## src/rtl/pll_reset_sequencer_pkg.sv

```systemverilog
// Shared definitions for the PLL bring-up / reset sequencer.
// The state encoding is also driven onto the debug "state" port.
package pll_reset_sequencer_pkg;

  typedef enum logic [1:0] {
    PLL_RST   = 2'd0,
    WAIT_LOCK = 2'd1,
    STABILIZE = 2'd2,
    RUN       = 2'd3
  } seq_state_e;

  function automatic int max3(input int a, input int b, input int c);
    int m;
    m = (a > b) ? a : b;
    return (m > c) ? m : c;
  endfunction

endpackage

```

## src/rtl/sync_ff.sv

```systemverilog
// STAGES-deep single-bit synchronizer for asynchronous level inputs.
// Also usable for buttons, UART RX, and similar signals.
module sync_ff #(
  parameter int STAGES = 2
) (
  input  logic i_clk,
  input  logic i_rst,
  input  logic i_d,
  output logic o_q
);

  logic [STAGES-1:0] r_chain;

  always_ff @(posedge i_clk) begin
    if (i_rst) r_chain <= '0;
    else       r_chain <= {r_chain[STAGES-2:0], i_d};
  end

  assign o_q = r_chain[STAGES-1];

endmodule

```

## src/rtl/pll_reset_sequencer.sv

```systemverilog
// Brings up the EHXPLLL on the reference clock and holds sys_reset until lock
// has been stable for a window; restarts on lock loss or acquisition timeout.
module pll_reset_sequencer
  import pll_reset_sequencer_pkg::*;
#(
  parameter int PLL_RST_CYCLES      = 16,
  parameter int LOCK_STABLE_CYCLES  = 1024,
  parameter int LOCK_TIMEOUT_CYCLES = 65536,
  parameter int SYNC_STAGES         = 2,
  parameter int RETRY_W             = 8
) (
  input  logic               clk,
  input  logic               reset,
  input  logic               pll_lock,
  output logic               pll_rst,
  output logic               sys_reset,
  output logic               locked,
  output logic [1:0]         state,
  output logic [RETRY_W-1:0] retry_count
);

  localparam int CNT_W = $clog2(max3(PLL_RST_CYCLES, LOCK_STABLE_CYCLES,
                                     LOCK_TIMEOUT_CYCLES)) + 1;
  localparam logic [CNT_W-1:0] RST_LAST  = CNT_W'(PLL_RST_CYCLES - 1);
  localparam logic [CNT_W-1:0] TMO_LAST  = CNT_W'(LOCK_TIMEOUT_CYCLES - 1);
  // The WAIT_LOCK cycle that saw lock_s high is the first of the stable window.
  localparam logic [CNT_W-1:0] STAB_LAST =
    CNT_W'((LOCK_STABLE_CYCLES >= 2) ? LOCK_STABLE_CYCLES - 2 : 0);

  seq_state_e         r_state, w_next;
  logic [CNT_W-1:0]   r_cnt;
  logic [RETRY_W-1:0] r_retry;
  logic               r_pll_rst, r_sys_reset, r_locked;
  logic               w_lock_s, w_retry_inc;

  sync_ff #(.STAGES(SYNC_STAGES)) u_lock_sync (
    .i_clk (clk),
    .i_rst (reset),
    .i_d   (pll_lock),
    .o_q   (w_lock_s)
  );

  always_comb begin
    w_next      = r_state;
    w_retry_inc = 1'b0;
    case (r_state)
      PLL_RST:   if (r_cnt == RST_LAST) w_next = WAIT_LOCK;
      WAIT_LOCK: begin
        if (w_lock_s) w_next = STABILIZE;
        else if (r_cnt == TMO_LAST) begin
          w_next      = PLL_RST;
          w_retry_inc = 1'b1;
        end
      end
      STABILIZE: begin
        if (!w_lock_s)               w_next = WAIT_LOCK;
        else if (r_cnt >= STAB_LAST) w_next = RUN;
      end
      RUN: begin
        if (!w_lock_s) begin
          w_next      = PLL_RST;
          w_retry_inc = 1'b1;
        end
      end
      default:   w_next = PLL_RST;
    endcase
  end

  always_ff @(posedge clk) begin
    if (reset) begin
      r_state     <= PLL_RST;
      r_cnt       <= '0;
      r_retry     <= '0;
      r_pll_rst   <= 1'b1;
      r_sys_reset <= 1'b1;
      r_locked    <= 1'b0;
    end else begin
      r_state <= w_next;
      if (w_next != r_state)  r_cnt <= '0;
      else if (r_state != RUN) r_cnt <= r_cnt + CNT_W'(1);
      if (w_retry_inc && (r_retry != '1)) r_retry <= r_retry + RETRY_W'(1);
      // Outputs decoded from the next state so they change with the state register.
      r_pll_rst   <= (w_next == PLL_RST);
      r_sys_reset <= (w_next != RUN);
      r_locked    <= (w_next == RUN);
    end
  end

  assign pll_rst     = r_pll_rst;
  assign sys_reset   = r_sys_reset;
  assign locked      = r_locked;
  assign state       = r_state;
  assign retry_count = r_retry;

endmodule
```

## config.mk

```make
export PLATFORM = sky130hd
export DESIGN_NAME = pll_reset_sequencer
export DESIGN_NICKNAME = d
export VERILOG_FILES = /design/src/rtl/pll_reset_sequencer_pkg.sv /design/src/rtl/sync_ff.sv /design/src/rtl/pll_reset_sequencer.sv
export SDC_FILE = /design/constraint.sdc
export NUM_CORES = 1
export LEC_CHECK = 0
export CORE_ASPECT_RATIO = 0.75
export CORE_MARGIN = 1.5
export CORE_UTILIZATION = 59
export DETAILED_ROUTE_END_ITERATION = 8
export PLACE_DENSITY = 0.83
export SLEW_MARGIN = 20
export SYNTH_ARGS = -nofsm -noshare
export SYNTH_HDL_FRONTEND = slang
export SYNTH_SLANG_ARGS = --single-unit
```

## constraint.sdc

```tcl
create_clock -name clk -period 3.4 [get_ports clk]
set_input_delay 0.68 -clock clk [delete_from_list [all_inputs] [get_ports clk]]
set_output_delay 0.68 -clock clk [all_outputs]
set_load 0.01 [all_outputs]
```

==> flow_results.org, run 1 <==
** Outcome
- Status :: complete, no violations

** Detailed routing
- For this run, the detailed router's first-pass iteration total came to 4.
- Detail-routed net length per standard cell :: approximately 14 µm
- Total wire length after detailed routing :: 2960 µm
- In the routed design, unresolved DRC markers number 0.
- Initial DRC Count :: 85
- Antenna-violating nets left :: 0
- Via density per instance :: approximately 5.6
- The routed layout has 1,219 vias.

** Cells and area
- Number of antenna cells inserted :: 0
- Sequential cell area in the final layout :: approximately 640 µm²
- The layout has 184 filler cells.
- Design Area, Final :: 0.00170 mm²
- Of the cells placed in the final design, the portion with a size suffix greater than 1 is 0.0765.
- From synthesis to final layout, the design area changed by 14.0%.
- Measured on the finished design, the core utilization comes to 0.726.
- In the final layout, the multi-input gates occupy 801 µm².
- At the end of the flow, the number of nets in the layout was 190.

** Timing
- Setup violations remaining at the end of the flow were counted as 0.
- For the finished layout, the period the worst path requires is between 2 and 2.5 ns.
- For this run, the top clock speed supported by timing is roughly 0.41 GHz.
- Final hold violation count :: 0
- Final Max Slew Viols :: 0
- In the final timing run, aggregate negative setup slack is 0 ns.
- Worst Skew :: approximately 0.0062 ns
- Transition time at the pin with the least slew margin :: roughly 0.84 ns
- Worst max-slew margin expressed relative to the limit :: 0.440
- Setup repair after global routing left no endpoint under its margin.
- On the final layout, the worst hold slack is 0.441 ns.
- In the finished design, the share of the clock period the worst path needs comes to 0.715.

** Global routing
- The first global-routing pass estimated 5020 µm of wire.
- Antenna violations before repair :: 0
- The via count of the first global-routing pass came to between 1,000 and 1,500.
- Across every metal layer, demand over resource in global routing totals 0.251.
- Entering global routing, the biggest net connects 17 pins.
- Gr ovfl total :: 0

** Worst setup path
- The critical path contains buffers and inverters numbering 0 combined.
- Data arrival, critical path :: 2.69 ns
- Critical-path maximum fanout :: 16
- For this run, the slowest stage of the critical path takes 0.36 ns.
- Element type at the critical path start :: register
- Critical Path, Cell by Cell :: ha_1 > and3_1 > and3_1 > ha_1 > or2_2 > a21o_1 > a21o_1 > o21bai_4 > a211oi_1
- STA classifies the critical path endpoint as a register.
- Broken down by cell family, the worst path's largest delay share belongs to compound AO/OA/AOI/OAI gates.
- Critical-path top delay cell :: sky130_fd_sc_hd__dfxtp_1
- The worst setup path is of the register to register kind.
- At the worst endpoint, the required time is 3.65 ns.

** Clocking
- Total of cells resized after clock tree synthesis :: 0
- TritonCTS built the clock tree.
- At the later pin of the worst-skew pair, clock insertion delay measures 0.34 ns.
- Max Buffers Root-to-Sink :: 2
- H-tree depth reported by CTS :: 2
- The clock drives 32 sinks.
- Post-CTS Setup Repair Bufs :: 0
- TritonCTS buffer count :: 5
- The tree is rooted in a sky130_fd_sc_hd__clkbuf_4.
- Clk slew on worst S/H paths :: 0.09 ns
- After clock tree synthesis, the flow added hold-fix buffers numbering 0.

** Floorplanning
- The initial utilization of the core area, before any placement, comes to 0.637.
- The die is 61.1 µm wide.
- Floorplan die height :: 46.6 µm
- The floorplan has 15 rows.
- The core region is 0.00235 mm².
- The floorplan step defined a die boundary enclosing 0.00285 mm².
- 16 I/O pins were placed.

** Synthesis
- Mean instance size in the synthesized netlist :: 9.00 µm²
- Counting flops and latches in the post-synthesis netlist gives 32.
- In this run, synthesis inferred 0 flip-flops with an integrated enable.
- Yosys printed 0 warnings.
- Synthesis handed over a netlist of 166 instances.
- After synthesis, the netlist uses 40 different library cells.
- Of the synthesized area, sequential elements account for 0.429.
- Among all flip-flop cells after synthesis, the most frequent one is sky130_fd_sc_hd__dfxtp_1.
- Synthesized net count :: 173
- Area of the mapped netlist :: 0.00149 mm²
- Fraction of registers with async set/reset :: 0

** Power and ir drop
- Peak supply drop :: 0.000238 V
- LEAKAGE :: about 0.62 nW
- For this design the ratio of total power to cell area is 353 mW/mm².
- Power comes to around 0.6 mW.

** Flow run
- Reported max-cap violation count :: 0

** Placement
- Half-perimeter wire length after placement :: 2110 µm
- Post-detailed-placement cell area :: 0.00166 mm²
- The count of buffers added on input and output ports is 15.
- Final weighted congestion in routability-driven placement :: 0.887

** Min path
- The path class of the tightest hold or removal check is register to register.
## sequential cells by signal (all words and copies together) (netlist names)
name and flops:
r_cnt 17, pll_rst 1, sys_reset 1, retry_count 8
state 2, locked 1, u_lock_sync.r_chain 2
## per-layer routing
metal	up-vias	wire (µm)	global-route usage	part of all wire
met3	8	174	0.0758	0.059
li1	612	-	-	-
met4	0	61	0.130	0.021
met5	-	0	0	0
met1	565	1440	0.357	0.49
met2	34	1290	0.338	0.43
## synth_stat cells (2+ instances only)
| cell type | number | area (µm²) |
|---|---|---|
| sky130_fd_sc_hd__a21oi_1 | 3 | 15.0 |
| sky130_fd_sc_hd__nor3_1 | 7 | 35.0 |
| sky130_fd_sc_hd__nand2_1 | 12 | 45.0 |
| sky130_fd_sc_hd__a211oi_1 | 2 | 15.0 |
| sky130_fd_sc_hd__a21o_1 | 2 | 15.0 |
| sky130_fd_sc_hd__nor2_1 | 26 | 97.6 |
| sky130_fd_sc_hd__or3_1 | 3 | 18.8 |
| sky130_fd_sc_hd__nand3_1 | 10 | 50.1 |
| sky130_fd_sc_hd__xor2_1 | 11 | 96.3 |
| sky130_fd_sc_hd__and3_1 | 4 | 25.0 |
| sky130_fd_sc_hd__xnor2_1 | 7 | 61.3 |
| sky130_fd_sc_hd__buf_2 | 3 | 15.0 |
| sky130_fd_sc_hd__ha_1 | 4 | 50.1 |
| sky130_fd_sc_hd__o21ai_0 | 2 | 10.0 |
| sky130_fd_sc_hd__nor4_1 | 2 | 12.5 |
| sky130_fd_sc_hd__dfxtp_1 | 32 | 641 |
| sky130_fd_sc_hd__nand4_1 | 5 | 31.3 |
| sky130_fd_sc_hd__nor3b_1 | 2 | 15.0 |
| sky130_fd_sc_hd__inv_1 | 6 | 22.5 |
| sky130_fd_sc_hd__nor2b_1 | 3 | 18.8 |
## through the flow
stage,setup slack [ns],std cells
after CTS,0.974,217
final,0.968,217
after detailed placement,1.01,210
after global routing,0.804,217
after global placement,1.11,210
after floorplan,1.23,166
## report_power, final
group / internal (mW) / switching [mW] / total, mW
Sequential: 0.379 / 0.00470 / 0.383
Combinational: 0.00901 / 0.0108 / 0.0198
Clock: 0.0759 / 0.122 / 0.198
Total: 0.464 / 0.138 / 0.601
## cell families (layout without fill, tap and decap cells)
kind of cell	count (synthesis)	after routing	share of synthesized area
compound gates	19	19	0.118
xor+xnor	18	18	0.106
simple gates	81	81	0.272
flops	32	32	0.429
mux	1	1	0.00670
buf+inv	11	28	0.0352
fa+ha+maj	4	4	0.0335
## layout by cell type, fill, tap and decap left out, types with 2 or more instances in the layout
cell / Yosys / final
sky130_fd_sc_hd__dfxtp_1: 32 / 32
sky130_fd_sc_hd__nor2_1: 26 / 26
sky130_fd_sc_hd__clkdlybuf4s50_1: 0 / 15
sky130_fd_sc_hd__nand2_1: 12 / 12
sky130_fd_sc_hd__xor2_1: 11 / 11
sky130_fd_sc_hd__nand3_1: 10 / 10
sky130_fd_sc_hd__nor3_1: 7 / 7
sky130_fd_sc_hd__xnor2_1: 7 / 7
sky130_fd_sc_hd__inv_1: 6 / 6
sky130_fd_sc_hd__nand4_1: 5 / 5
sky130_fd_sc_hd__clkbuf_4: 0 / 5
sky130_fd_sc_hd__and3_1: 4 / 4
sky130_fd_sc_hd__ha_1: 4 / 4
sky130_fd_sc_hd__or3_1: 3 / 3
sky130_fd_sc_hd__nor2b_1: 3 / 3
sky130_fd_sc_hd__a21oi_1: 3 / 3
sky130_fd_sc_hd__nor4_1: 2 / 2
sky130_fd_sc_hd__a21o_1: 2 / 2
sky130_fd_sc_hd__a211oi_1: 2 / 2
sky130_fd_sc_hd__o21ai_0: 2 / 2
sky130_fd_sc_hd__nor3b_1: 2 / 2
## area by class of cell
class	count	area share
multi-input combinational	123	0.470
sequential	32	0.376
timing repair buffer	15	0.0882
tap	34	0.0250
clock buffer	6	0.0242
inverter	6	0.0132
clock inverter	1	0.00294
## final timing paths
check                    startpoint                      to  slack [ns]  cells after the start
min reg2reg  u_lock_sync.r_chain[0]  u_lock_sync.r_chain[1]        0.44                      1
max reg2reg                r_cnt[0]               r_cnt[16]        0.97                      9
max                        r_cnt[0]               r_cnt[16]        0.97                      9
min          u_lock_sync.r_chain[0]  u_lock_sync.r_chain[1]        0.44                      1
No activity file was read; power rests on OpenSTA's default activity.
==> run 2: changes to the inputs <==
CORE_UTILIZATION = 49   (was 59)
PLACE_DENSITY = 0.73   (was 0.83)
clock period = 2.13 ns   (was 3.4 ns; I/O delays follow)
==> run 2 against run 1 <==
  * The flow now finishes with violations (setup timing)
  * Worst hold slack better by 0.0089 ns
  * Core utilization fell by 3.6 points
  * Sequential power is 60% higher
  * Critical path depth stayed put
  * Via count is 11% higher
  * Combinational power rose to 3.1 times the previous value
  * Critical endpoint is now r_cnt[0]
  * Largest cell class unchanged
  * Largest power group unchanged
==> flow_results.org, run 2 (synthesis results as in run 1) <==
** Global routing
- Total GRT Usage :: 0.235 (-0.0165)
- First-pass GRT wire length :: 5710 µm (+14%)
- The via count of the first global-routing pass is 1,253 (+18%).
- The initial antenna violation count was 0 (unchanged).
- Maximum number of pins on one net before global-route repair :: 14 (-3)
- Gr ovfl total :: 0 (unchanged)

** Clocking
- The total CTS buffers was 5 (unchanged).
- The number of hold buffers added after CTS is 0 (unchanged).
- The largest buffer count on any clock path is 2 (unchanged).
- H-tree depth reported by CTS :: 2 (unchanged)
- TritonCTS built the clock tree.
- The worst-skew pair later-pin latency is 0.29 ns (-0.05 ns).
- CTS sink count :: 32 (unchanged)
- The tree is rooted in a sky130_fd_sc_hd__clkbuf_8.
- Clk slew on worst S/H paths :: 0.06 ns (-0.03 ns)

** Timing
- Post-layout worst setup margin :: -0.00526 ns (-0.973 ns)
- Transition time at the pin with the least slew margin :: 0.490 ns (-0.348 ns)
- Worst max-slew margin expressed relative to the limit :: 0.672 (+0.232)
- The final setup violation count was 1 (+1).
- The final-layout setup total negative slack is -0.00526 ns (-0.00526 ns).
- The worst setup skew after layout was 0.00567 ns (-0.000536 ns).
- Final Cycle Share :: 1.00 (+0.287)
- The minimum period implied by the final worst setup slack is 2.14 ns (-0.297 ns).
- The number of slew-limit violations in the final report was 0 (unchanged).
- The fmax was 0.468 GHz (+14%).
- RSZ-0062 raised after global routing :: true
- Final hold violation count :: 0 (unchanged)

** Worst setup path
- The required time of the critical path is 2.28 ns (-1.37 ns).
- Critical Path, Cell by Cell :: ha_4 > and3_4 > and3_4 > ha_4 > or2_4 > a21o_1 > a21o_1 > buf_4 > a221oi_1
- Critical-path top delay cell :: sky130_fd_sc_hd__dfxtp_2
- Worst path buffer plus inverter count :: 1 (+1)
- Crit path depth :: 9 (unchanged)
- STA classifies the critical path endpoint as a register.
- STA classifies the critical path startpoint as a register.
- Data arrival, critical path :: 2.28 ns (-0.41 ns)
- Slowest cell delay on critical path :: 0.34 ns (-0.02 ns)
- The top fanout value on the critical path was 2 (-14).
- The logic depth of the worst register-to-register path is 9 (unchanged).
- Among cell families on the critical path, the largest total delay comes from compound AO/OA/AOI/OAI gates.
- By startpoint and endpoint, the worst setup path is classified as register to register.

** Power and ir drop
- Cell-internal power :: 0.899 mW (+94%)
- LEAKAGE :: 0.748 nW (+21%)
- Power share of the clock group :: 0.410 (+0.080)
- The total power draw is 1.14 mW (+90%).
- The peak ir drop on the vdd network is 0.000347 V (+46%).
- Proportion of power drawn by flip-flops and latches :: 0.536 (-0.101)
- The net switching power of the design is 0.242 mW (+76%).
- Areal power density over the cells :: 568 mW/mm² (+61%)
- The net switching fraction of the power was 0.212 (-0.0170).
- Gate power share :: 0.054 (+0.021)

** Cells and area
- Share of post-route cells with drive strength above 1 :: 0.257 (+0.181)
- The number of flip-flops under the largest register name came to 17 (unchanged).
- The non-filler instance count after layout came to 244 (+12%).
- Area grow syn2layout :: 34.5%
- Final Net Count :: 212 (+12%)
- The library cell used most frequently in the layout, excluding fill and tap cells, is sky130_fd_sc_hd__dfxtp_1.
- Leading cell types in the layout, fill and taps excluded :: 30 x sky130_fd_sc_hd__dfxtp_1, 20 x sky130_fd_sc_hd__buf_4, 18 x sky130_fd_sc_hd__nor2_1
- Filler Cells Inserted :: 215 (+17%)
- Number of antenna cells inserted :: 0 (unchanged)
- Ranked by flip-flop count, first place goes to r_cnt.

** Detailed routing
- Initial DRC Count :: 76 (-11%)
- The average detailed-routed wire length per instance came to 14.8 µm (+8.3%).
- The total DRC errors in the routed layout is 0 (unchanged).
- The total iterations of the first detailed-routing run is 4 (unchanged).
- Via density per instance :: 5.54 (-1.4%)
- Via count :: 1,351 (+11%)
- Total wire length after detailed routing :: 3610 µm (+22%)
- The antenna violation net count after detailed routing came to 0 (unchanged).

** Floorplanning
- Floorplan die height :: 50.8 µm (+9.1%)
- DIE AREA :: 0.00339 mm² (+19%)
- Initial standard-cell utilization of the core :: 0.513 (-0.124)
- CORE AREA :: 0.00291 mm² (+24%)
- The number of standard-cell rows in the floorplan came to 17 (+2).
- Die Wd :: 66.8 µm (+9.3%)
- I/O Pins :: 16 (unchanged)

** Outcome
- The flow ran to the end, but the final reports show violations.
- The final reports fail on setup timing.

** Flow run
- The max capacitance violation total came to 0 (unchanged).

** Placement
- The number of port buffers was 15 (unchanged).
- The final weighted congestion in routability-driven placement was 0.847 (-4.5%).
- Inst Count DP :: 233 (+11%)
- Half-perimeter wire length after placement :: 2620 µm (+24%)

** Min path
- The count of cells along the worst hold path was 1 (unchanged).
- Kind of path behind the tightest hold check :: register to register
[run 2: repair_timing]
action	4_1_cts	5_1_grt
pin swaps	2	4
buffers inserted	1	2
endpoints found under the setup margin	16	25
gates resized for setup	12	8
[run 2: stage by stage]
| stage | setup slack, ns | hold slack, ns | cell area [µm²] | utilization |
|---|---|---|---|---|
| floorplan | 0.0159 | 0.414 | 1500 | - |
| global placement | -0.0126 | 0.421 | 1810 | 0.622 |
| detailed placement | -0.111 | 0.438 | 1810 | 0.622 |
| CTS | 0.0105 | 0.452 | 1960 | 0.672 |
| global route | -0.0524 | 0.469 | 2010 | 0.690 |
| finish | -0.00526 | 0.450 | 2010 | 0.690 |
[run 2: worst paths after layout]
check	from	to	slack, ns
worst max-delay path	r_cnt[0]	r_cnt[0]	-0.005
worst min-delay path	u_lock_sync.r_chain[0]	u_lock_sync.r_chain[1]	0.45
worst max register to register	r_cnt[0]	r_cnt[0]	-0.005
worst min register to register	u_lock_sync.r_chain[0]	u_lock_sync.r_chain[1]	0.45
[run 2: cell type report]
cell class                 count  area [µm²]  area share
sequential                    32         643       0.320
multi-input combinational    123         883       0.440
tap                           38        47.5      0.0237
timing repair buffer          37         323       0.161
inverter                       6        22.5      0.0112
clock buffer                   8        90.1      0.0448
[run 2: worst reg2reg max path, cell delays in order (launching register included)]
cell and delay, ns:
sky130_fd_sc_hd__dfxtp_2 0.34, sky130_fd_sc_hd__ha_4 0.16, sky130_fd_sc_hd__and3_4 0.17, sky130_fd_sc_hd__and3_4 0.18, sky130_fd_sc_hd__ha_4 0.15, sky130_fd_sc_hd__or2_4 0.23, sky130_fd_sc_hd__a21o_1 0.16, sky130_fd_sc_hd__a21o_1 0.16
sky130_fd_sc_hd__buf_4 0.13, sky130_fd_sc_hd__a221oi_1 0.32
[run 2: per-layer routing]
layer / track usage / wire [µm] / vias to the layer above / share of wire
li1: - / - / 659 / -
met1: 0.300 / 1650 / 649 / 0.46
met2: 0.358 / 1680 / 36 / 0.47
met3: 0.0529 / 219 / 7 / 0.061
met4: 0.150 / 57 / 0 / 0.016
met5: 0 / 0 / - / 0
[run 2: power groups by stage]
stage               sequential (mW)  combinational, mW  clock (mW)
global placement              0.622             0.0491           0
detailed placement            0.623             0.0519           0
global route                  0.612             0.0663       0.498
CTS                           0.612             0.0591       0.476
floorplan                     0.625             0.0245           0
finish                        0.612             0.0619       0.468
